==> src/rtl/game_state_ctrl.sv <==
// Match-level state machine for a two-player paddle game: start screen, serve
// delay, live play, and a winner screen with a minimum display time.
module game_state_ctrl #(
   parameter int unsigned WIN_SCORE    = 5,
   parameter int unsigned SERVE_FRAMES = 60,
   parameter int unsigned OVER_FRAMES  = 120
) (
   input  logic       pclk,
   input  logic       rst,
   input  logic       vsync_in,
   input  logic       start_btn,
   input  logic       point_p1,
   input  logic       point_p2,
   output logic [3:0] score_p1,
   output logic [3:0] score_p2,
   output logic       player_won,
   output logic       ball_enable,
   output logic [1:0] screen_sel
);

   localparam logic [3:0] WinScore   = 4'(WIN_SCORE);
   localparam logic [7:0] ServeLast  = 8'(SERVE_FRAMES - 1);
   localparam logic [7:0] OverFrames = 8'(OVER_FRAMES);

   localparam logic [1:0] SelStart  = 2'd0;
   localparam logic [1:0] SelField  = 2'd1;
   localparam logic [1:0] SelWinner = 2'd2;

   typedef enum logic [1:0] {StIdle, StServe, StPlay, StOver} state_e;

   state_e     state_q;
   logic [7:0] frame_cnt_q;
   logic       vsync_q;
   logic       start_q;
   logic       start_armed_q;
   logic       frame_tick;
   logic       start_evt;
   logic [3:0] p1_inc;
   logic [3:0] p2_inc;

   // A start edge also needs start_btn to have been seen low since reset, so a
   // button held through reset release cannot start a match.
   assign frame_tick = vsync_in & ~vsync_q;
   assign start_evt  = start_btn & ~start_q & start_armed_q;
   assign p1_inc     = score_p1 + 4'd1;
   assign p2_inc     = score_p2 + 4'd1;

   // Previous-value registers for vsync/start edge detection.
   always_ff @(posedge pclk) begin
      if (rst) begin
         vsync_q       <= 1'b0;
         start_q       <= 1'b0;
         start_armed_q <= 1'b0;
      end else begin
         vsync_q <= vsync_in;
         start_q <= start_btn;
         if (!start_btn) start_armed_q <= 1'b1;
      end
   end

   // Game FSM; all outputs are registered and change on the transition edge.
   always_ff @(posedge pclk) begin
      if (rst) begin
         state_q     <= StIdle;
         frame_cnt_q <= 8'd0;
         score_p1    <= 4'd0;
         score_p2    <= 4'd0;
         player_won  <= 1'b0;
         ball_enable <= 1'b0;
         screen_sel  <= SelStart;
      end else begin
         case (state_q)
            StIdle: begin
               if (start_evt) begin
                  state_q     <= StServe;
                  frame_cnt_q <= 8'd0;
                  score_p1    <= 4'd0;
                  score_p2    <= 4'd0;
                  screen_sel  <= SelField;
                  ball_enable <= 1'b0;
               end
            end
            StServe: begin
               if (frame_tick) begin
                  if (frame_cnt_q == ServeLast) begin
                     state_q     <= StPlay;
                     frame_cnt_q <= 8'd0;
                     ball_enable <= 1'b1;
                  end else begin
                     frame_cnt_q <= frame_cnt_q + 8'd1;
                  end
               end
            end
            StPlay: begin
               // Player 1 has priority on simultaneous point pulses.
               if (point_p1) begin
                  score_p1    <= p1_inc;
                  ball_enable <= 1'b0;
                  frame_cnt_q <= 8'd0;
                  if (p1_inc == WinScore) begin
                     state_q    <= StOver;
                     player_won <= 1'b0;
                     screen_sel <= SelWinner;
                  end else begin
                     state_q <= StServe;
                  end
               end else if (point_p2) begin
                  score_p2    <= p2_inc;
                  ball_enable <= 1'b0;
                  frame_cnt_q <= 8'd0;
                  if (p2_inc == WinScore) begin
                     state_q    <= StOver;
                     player_won <= 1'b1;
                     screen_sel <= SelWinner;
                  end else begin
                     state_q <= StServe;
                  end
               end
            end
            StOver: begin
               // Early start presses are dropped, not queued.
               if (start_evt && frame_cnt_q == OverFrames) begin
                  state_q     <= StServe;
                  frame_cnt_q <= 8'd0;
                  score_p1    <= 4'd0;
                  score_p2    <= 4'd0;
                  screen_sel  <= SelField;
               end else if (frame_tick && frame_cnt_q != OverFrames) begin
                  frame_cnt_q <= frame_cnt_q + 8'd1;
               end
            end
            default: begin
               state_q     <= StIdle;
               frame_cnt_q <= 8'd0;
               ball_enable <= 1'b0;
               screen_sel  <= SelStart;
            end
         endcase
      end
   end

endmodule

==> config.mk <==
export PLATFORM = sky130hd
export DESIGN_NAME = game_state_ctrl
export DESIGN_NICKNAME = d
export VERILOG_FILES = /design/src/rtl/game_state_ctrl.sv
export SDC_FILE = /design/constraint.sdc
export NUM_CORES = 1
export LEC_CHECK = 0
export BUFFER_PORTS_ARGS = -buffer_cell sky130_fd_sc_hd__buf_4
export CORE_UTILIZATION = 38
export CTS_BUF_LIST = sky130_fd_sc_hd__clkbuf_16
export DETAILED_ROUTE_END_ITERATION = 10
export HOLD_SLACK_MARGIN = 0.12
export PLACE_DENSITY = 0.55
export SLEW_MARGIN = 15
export SYNTH_ARGS = -nofsm -noshare
export SYNTH_HDL_FRONTEND = slang
export SYNTH_SLANG_ARGS = --single-unit
==> constraint.sdc <==
create_clock -name pclk -period 2.49 [get_ports pclk]
set_clock_uncertainty 0.15 [all_clocks]
set_input_delay 0.1245 -clock pclk [delete_from_list [all_inputs] [get_ports pclk]]
set_output_delay 0.1245 -clock pclk [all_outputs]
set_load 0.02 [all_outputs]
# == Word-level counts from Yosys, hierarchy flattened ==
# Cells that the tools add are included.
# classes
mux,39
n_eq_ne,20
reduce_logical,14
add_sub_neg,3
bitwise,5
# op_table
operator,count
$mux 8,7
$pmux 8 s4,1
$mux 2,12
$pmux 4 s3,2
$mux 4,5
$reduce_and 5->1,3
$ne 2x2->1 const B,7
$ne 3x3->1 const B,4
$reduce_and 4->1,3
$mux 1,9
$add 4x1->4 const B,2
$add 8x1->8 const B,1
$eq 4x3->1 const B,2
$eq 8x6->1 const B,1
$eq 8x7->1 const B,1
$ne 8x7->1 const B,1
$pmux 2 s4,1
$pmux 2 s3,1
$reduce_and 6->1,1
$reduce_bool 3->1,2
$eq 2x2->1 const B,2
$reduce_bool 2->1,2
$and 1x1->1,3
$pmux 1 s3,1
other kinds (5),7
# word_totals
inputBits,6
reg_bits,25

# == Logic depth before layout (Yosys ltp) ==
# Gate-level depths: netlist (run 1).
# logic_depth
ltp_word,6
mapped_depth,8
mapped_depth_nobuf,7

# == Worst setup path after synthesis (run 1) ==
# Ideal clock, no wire load.
# synth_timing
path_type,flip-flop to flip-flop
start,reg frame_cnt_q[0]
end,reg screen_sel[0]
arrival_ns,1.870
setup_slack_ns,0.336
n_path_buf,1
path_stages_with_launch,9
setup_time_ns,0.134
path_cell_list,dfxtp_1 inv_1 ha_1 or3b_4 or3_4 a21o_1 buf_2 o31ai_1 a21oi_1
# synth_between
elab_chain_len,4
# synth_lines
element,line_no,text
start: declaration,32,logic [7:0] frame_cnt_q;
start signal: assignment,90,frame_cnt_q <= frame_cnt_q + 8'd1;
start signal: assignment,129,frame_cnt_q <= frame_cnt_q + 8'd1;
$eq 8x7->1,122,if (start_evt && frame_cnt_q == OverFrames) begin
$logic_and 1x1->1,122,
$ne 2x2->1 (no line),--,
$reduce_and 6->1 (no line),--,
end signal: assignment,114,screen_sel <= SelWinner;
end signal: assignment,127,screen_sel <= SelField;
end signal: assignment,136,screen_sel <= SelStart;
end: declaration,18,output logic [1:0] screen_sel
# No other way between the ends.
# A chain may end at the register's enable or synchronous reset.

# == Worst setup path after layout (run 1) ==
# Ends and elaborated chain as after synthesis.

==> summary.md, run 1 <==
| Metric | Value |
|---|---|
| Status | `complete, no violations` |
| Initial antenna violation count | `0` |
| Asr flop ratio synth | `0%` |
| CTS tree | `built` |
| Detailed Routing Iterations Pass 1 | `4` |
| PostCTS Resize Cnt | `0` |
| Mapped Cells | `178` |
| Crit path DAT | `between 2 and 2.5 ns` |
| WP data required | `around 2.5 ns` |
| Cell area after synthesis | `around 1500 sq um` |
| Clk_lat worst skew | `about 0.26 ns` |
| WL final | `3430 um` |
| Final instance area | `1850 sq um` |
| Met2 usage | `between 20% and 30%` |
| Static Leakage | `0.692 nW` |
| Antenna viol nets, final | `0` |
| First-pass GRT wire length | `between 5000 and 6000 um` |
| Hold Vio Cnt, Final | `0` |
| Sequential-to-total area share from yosys stat | `about a third` |
| Fin crit share | `91.3%` |
| Hpwl dp | `between 2000 and 2500 um` |
| RSZ-0062 raised after global routing | `false` |
| Total GRT Usage | `about 18%` |
| Critical R2R Launch | `frame_cnt_q[0]` |
| Flops & latches, synth | `25` |
| Critical-path cell list | `inv_1 -> ha_1 -> or3b_4 -> or3_4 -> a21o_1 -> o31ai_1 -> a21oi_1` |
| Hold depth | `2` |
| Dpl cell area | `approximately 1700 sq um` |
| Setup_tns | `0 ns` |
| CP Max Fanout | `9` |
| DRC errors left | `0` |
| Placed cells | `240` |
| Peak Freq | `0.440 GHz` |
| Layout Cells excl Fill | `251` |
| Slowest CP cell | `or3b_4` |
| Die Y | `approximately 65 um` |
| Hold endpoint | `player_won` |
| Fin crit period | `~2.3 ns` |
| P&R area growth vs syn | `22.5%` |
| CP bufs+invs | `1` |
| Worst hold start | `player_won` |
| Grt ovf | `0` |
| # diodes | `0` |
| PortBufs | `17` |
| WL/cell | `roughly 14 um` |
| Gr busiest metal | `met2` |
| Vias | `between 1000 and 1500` |
| Power Dens Cells | `approximately 600 nW/um^2` |
| Cell Rows | `22` |
| Initial core utilization | `between 40 and 50%` |
| Pre-CTS WS | `0.238 ns` |
| Largest net degree at the start of global routing | `20` |
| Syn_nets | `about 200` |
| CP endpoint kind | `register` |
| # setup viols final | `0` |
| CTS clk-pin slew, worst paths | `~0.07 ns` |
| # nets final | `221` |
| # IOs | `18` |
| Reg2reg end | `screen_sel[0]` |
| Synth unique cells | `52` |
| Worst Tran Pin Value | `just over 0.5 ns` |
| Setup ws final | `~0.22 ns` |
| Peak supply drop | `roughly 0.30 mV` |
| Yosys warns | `0` |
| Root Buffer | `clkbuf_16` |
| Hold WC Path Type | `register to register` |
| DRT iter0 DRCs | `70` |
| Crit-path max cell delay | `~0.40 ns` |
| Full die area | `4220 sq um` |
| CTS H-Tree Depth | `1` |
| Post-synth EDFFs | `0` |
| Share of layout cells above drive strength 1 | `15.8%` |
| Power, Total | `roughly 0.0011 W` |
| Worst R2R Setup Slack | `roughly 0.22 ns` |
| Critical path launch point type | `register` |
| Vias in the first global route | `between 1000 and 1500` |
| Worst-case clock buffer depth | `2` |
| Worst setup path class | `register to register` |
| Slew Viols, Final | `0` |
| Relative slew slack | `between 60 and 70%` |
| Chip width | `65.0 um` |
| Core box area | `3740 sq um` |
| Met1 Usage GRT | `between 20% and 30%` |
| M3 GR Usage | `just under 4%` |
| CTS Sinks | `25` |
| Max capacitance violation total | `0` |
| Prevailing post-synth register cell | `dfxtp_1` |
| Syn_area_per_cell | `approximately 8.5 sq um` |
| Placer Congestion | `between 0.8 and 0.9` |
| Via density | `between 5 and 6` |
| Cells on worst reg2reg path | `7` |
| CTS Buf Count | `3` |
| Delay-heaviest family, CP | `simple AND/OR/NAND/NOR gates` |
-- final cells by class --
cell class / instances / area (sq um)
Sequential cell: 25 / 500
Tap cell: 48 / 60.1
Timing Repair Buffer: 27 / 220
Fill cell: 394 / 1900
Clock inverter: 1 / 7.51
Clock buffer: 3 / 75.1
Inverter: 14 / 52.6
Multi-Input combinational cell: 133 / 930
-- cell families (layout without fill, tap and decap cells) --
group                      count (synthesis)  in the layout  synth area share (%)
xor gates and xnor gates                   4              4                  2.33
AOI/OAI and AO/OA                         50             50                  25.7
DFF                                       25             25                  33.2
buffers and inverters                     20             45                  5.07
adders and majority gates                 11             11                  9.14
and+or+nand+nor                           68             68                  24.5
-- cell usage in the layout (no fill, tap or decap), types with 2 or more instances in the layout --
cell	synthesis	layout
xor2_1	3	3
a31oi_1	3	3
dlygate4sd3_1	0	7
a21oi_1	8	8
o211ai_1	4	4
ha_1	11	11
nand3_1	10	10
dfxtp_1	25	25
nor2_1	12	12
nor2b_1	5	5
a21o_1	4	4
nand4_1	7	7
and3b_1	2	2
o32ai_1	2	2
nand2b_1	4	4
nand2_1	15	15
nor3b_1	2	2
a211oi_1	2	2
clkbuf_16	0	3
a21boi_0	2	2
o31ai_1	3	3
a2bb2oi_1	2	2
buf_4	0	20
o41ai_1	4	4
o21ai_1	2	2
o21ai_0	2	2
inv_1	13	13
-- power by group --
part,total (W),internal [W],leakage (nW),switching (W)
logic,0.000293,0.000121,0.452,0.000173
registers,0.000441,0.000423,0.203,0.0000185
clock network,0.000366,0.000218,0.0371,0.000148
total,0.00110,0.000762,0.692,0.000339
-- worst min-delay path, cell delays in order, from the launching register on --
cell and delay, ns:
dfxtp_1 0.33, a41oi_1 0.04, nor2_1 0.08
-- synthesized netlist by cell type (2+ instances only) --
cell | instances | area [sq um]
nor2b_1 | 5 | 31.3
a21oi_1 | 8 | 40.0
xor2_1 | 3 | 26.3
o211ai_1 | 4 | 30.0
a31oi_1 | 3 | 18.8
a21boi_0 | 2 | 15.0
nand2b_1 | 4 | 25.0
ha_1 | 11 | 138
nor2_1 | 12 | 45.0
a2bb2oi_1 | 2 | 17.5
a21o_1 | 4 | 30.0
o41ai_1 | 4 | 35.0
clkbuf_1 | 4 | 15.0
nand3_1 | 10 | 50.1
inv_1 | 13 | 48.8
nor3b_1 | 2 | 15.0
dfxtp_1 | 25 | 500
and3b_1 | 2 | 17.5
nand2_1 | 15 | 56.3
nand4_1 | 7 | 43.8
o31ai_1 | 3 | 22.5
o32ai_1 | 2 | 17.5
o21ai_0 | 2 | 10.0
o21ai_1 | 2 | 10.0
a211oi_1 | 2 | 15.0
-- how the worst max path moves through the flow --
stage	startpoint	to	slack, ns	cells after the start
after global placement	frame_cnt_q[0]	screen_sel[0]	0.25	7
final	frame_cnt_q[0]	screen_sel[0]	0.22	7
after detailed placement	frame_cnt_q[0]	screen_sel[0]	0.24	7
after CTS	frame_cnt_q[0]	screen_sel[0]	0.22	7
after floorplan	frame_cnt_q[0]	screen_sel[0]	0.34	8
after global routing	state_q[0]	frame_cnt_q[5]	0.03	7
-- timing repair --
action | CTS | global route
buffers inserted | 0 | 0
hold buffers | 7 | 0
hold endpoints to repair | 14 | 0
-- per-stage QoR --
step                      utilization, %  hold slack (ns)
after floorplan                        -           0.0704
after global placement              45.2            0.170
after detailed placement            45.2            0.179
after CTS                           49.3            0.350
after global routing                49.3            0.368
final                               49.3            0.338
-- metal layers --
metal | share of wire [%] | vias to the layer above | wire [um]
met5 | 0 | - | 0
met4 | 1.0 | 0 | 36
met3 | 3.3 | 5 | 113
met2 | 44 | 25 | 1520
met1 | 51 | 650 | 1760
li1 | - | 704 | -
-- flip-flops by register name, summed over array words and instances, names as in the netlist --
| register | cells |
|---|---|
| ball_enable | 1 |
| frame_cnt_q | 8 |
| player_won | 1 |
| score_p1 | 4 |
| score_p2 | 4 |
| screen_sel | 2 |
| start_armed_q | 1 |
| start_q | 1 |
| state_q | 2 |
| vsync_q | 1 |
Note: power is estimated with default switching activity, not from simulation.
==> run 2: changes to the inputs <==
CORE_ASPECT_RATIO = 2   (was unset)
CTS_BUF_LIST = unset   (was sky130_fd_sc_hd__clkbuf_16)
CTS_CLUSTER_DIAMETER = 200   (was unset)
==> summary.md, run 2 (same netlist as run 1, synthesis figures left out) <==
| Metric | Value |
|---|---|
| Status | `complete, no violations` |
| WL final | `3830 um (+12%)` |
| Full die area | `4240 sq um (+0.36%)` |
| Top Layer Used | `met4` |
| Antenna viol nets, final | `0 (unchanged)` |
| Initial core utilization | `39.6% (-0.64 points)` |
| First-pass GRT wire length | `6410 um (+8.7%)` |
| WL/cell | `15.0 um (+9.6%)` |
| PortBufs | `17 (unchanged)` |
| # diodes | `0 (unchanged)` |
| Hold Vio Cnt, Final | `0 (unchanged)` |
| Routed met3 length | `89 um (-21%)` |
| Reg2reg end | `state_q[1]` |
| Root Buffer | `clkbuf_8` |
| Post-CTS setup buffer count | `0 (unchanged)` |
| DRC errors left | `0 (unchanged)` |
| Crit path DAT | `2.36 ns (+0.09 ns)` |
| DRT iter0 DRCs | `43 (-39%)` |
| Setup_tns | `0 ns (unchanged)` |
| Placed cells | `245 (+2.1%)` |
| Static Leakage | `0.689 nW (-0.54%)` |
| Worst hold start | `player_won` |
| Grt ovf | `0 (unchanged)` |
| Layout Cells excl Fill | `256 (+2.0%)` |
| CTS Buf Count | `3 (unchanged)` |
| Biggest register | `frame_cnt_q` |
| Met2 wire len | `2240 um (+47%)` |
| Peak supply drop | `0.329 mV (+8.9%)` |
| Hold endpoint | `player_won` |
| Fin crit period | `2.29 ns (+0.0221 ns)` |
| Die Y | `91.0 um (+40%)` |
| CP endpoint kind | `register` |
| Power, Total | `0.000995 W (-9.6%)` |
| Detailed Routing Iterations Pass 1 | `4 (unchanged)` |
| P&R area growth vs syn | `21.3%` |
| Hpwl dp | `2920 um (+18%)` |
| Layout fillers | `388 (-1.5%)` |
| Peak Freq | `0.436 GHz (-0.96%)` |
| # IOs | `18 (unchanged)` |
| Vias | `1458 (+5.3%)` |
| Total GRT Usage | `20.1% (+2.1 points)` |
| Cells on worst reg2reg path | `7 (unchanged)` |
| Hold depth | `2 (unchanged)` |
| Worst Tran Pin Value | `0.559 ns (+0.0407 ns)` |
| Power Dens Cells | `545 nW/um^2 (-8.7%)` |
| Most frequent cells in the layout | `dfxtp_1 (25), buf_4 (22), nand2_1 (15)` |
| CTS Sinks | `25 (unchanged)` |
| Fin crit share | `92.2% (+0.89 points)` |
| Via density | `5.70 (+3.3%)` |
| # setup viols final | `0 (unchanged)` |
| Hold WC Path Type | `register to register` |
| Largest net degree at the start of global routing | `20 (unchanged)` |
| Clk_lat worst skew | `0.27 ns (about the same)` |
| Final hold slack | `0.355 ns (+0.0166 ns)` |
| Cell Rows | `32 (+45%)` |
| Worst setup path class | `register to register` |
| Wl on met1 | `1430 um (-19%)` |
| Relative slew slack | `62.2% (-2.8 points)` |
| Max capacitance violation total | `0 (unchanged)` |
| Initial antenna violation count | `0 (unchanged)` |
| Max reg flops | `8 (unchanged)` |
| PostCTS Resize Cnt | `0 (unchanged)` |
| Vias in the first global route | `1471 (+14%)` |
| Worst-case clock buffer depth | `2 (unchanged)` |
| CTS clk-pin slew, worst paths | `0.09 ns (+0.02 ns)` |
| Core box area | `3800 sq um (+1.6%)` |
| Placer Congestion | `0.796 (-5.3%)` |
| Worst R2R Setup Slack | `0.20 ns (-0.02 ns)` |
| CP Max Fanout | `5 (-4)` |
| # nets final | `223 (+0.90%)` |
| Critical R2R Launch | `frame_cnt_q[0]` |
| CTS H-Tree Depth | `1 (unchanged)` |
| Commonest non-fill, non-tap cell in the layout | `dfxtp_1` |
| Critical path launch point type | `register` |
| RSZ-0062 raised after global routing | `false` |
| Share of layout cells above drive strength 1 | `16.1% (+0.33 points)` |
| Chip width | `46.5 um (-28%)` |
| Hold-fix buffers, CTS | `7 (unchanged)` |
| Slew Viols, Final | `0 (unchanged)` |
| WP data required | `2.56 ns (+0.07 ns)` |
| Largest registers | `frame_cnt_q (8), score_p1 (4), score_p2 (4)` |
| CTS tree | `built` |
[run 2: final cells by class]
cell class              count  area [sq um]  share of cell area, %
inverters                  14          52.6                   2.88
multi-input cells         133           930                   50.9
well taps                  51          63.8                   3.49
repair buffers             29           235                   12.9
flip-flops and latches     25           500                   27.4
clock buffers               4          45.0                   2.47
[run 2: how the worst max path moves through the flow]
stage / start / to / slack (ns) / cells past startpoint
2_1_floorplan: frame_cnt_q[0] / screen_sel[0] / 0.34 / 8
3_3_place_gp: frame_cnt_q[0] / screen_sel[0] / 0.32 / 7
3_5_place_dp: frame_cnt_q[0] / screen_sel[0] / 0.25 / 7
4_1_cts: frame_cnt_q[0] / score_p1[0] / 0.24 / 7
5_1_grt: state_q[0] / frame_cnt_q[5] / 0.08 / 7
6_report: frame_cnt_q[0] / state_q[1] / 0.20 / 7
[run 2: routing by layer]
layer | GRT usage, % | vias up
met4 | 8.58 | 0
li1 | - | 710
met1 | 20.0 | 712
met5 | 0 | -
met3 | 1.79 | 7
met2 | 37.7 | 29
[run 2: per-stage QoR]
step	instance area [sq um]	worst slack [ns]	util [%]
final	1830	0.195	48.0
after global routing	1830	0.0838	48.0
after CTS	1830	0.236	48.0
after detailed placement	1710	0.251	45.0
after global placement	1710	0.320	45.0
after floorplan	1510	0.336	-
[run 2: worst max-delay path: stages, from the launching register on]
cell and delay [ns]:
dfxtp_1 0.33, inv_1 0.10, ha_1 0.14, or3b_4 0.40
o31ai_1 0.41, nand3_1 0.25, nor3b_1 0.29, a22o_1 0.17
[run 2: power breakdown]
part / switching, W / leakage [nW] / internal, W
clock: 0.000130 / 0.0228 / 0.000115
combinational: 0.000181 / 0.463 / 0.000127
sequential: 0.0000192 / 0.203 / 0.000422
total: 0.000331 / 0.689 / 0.000664
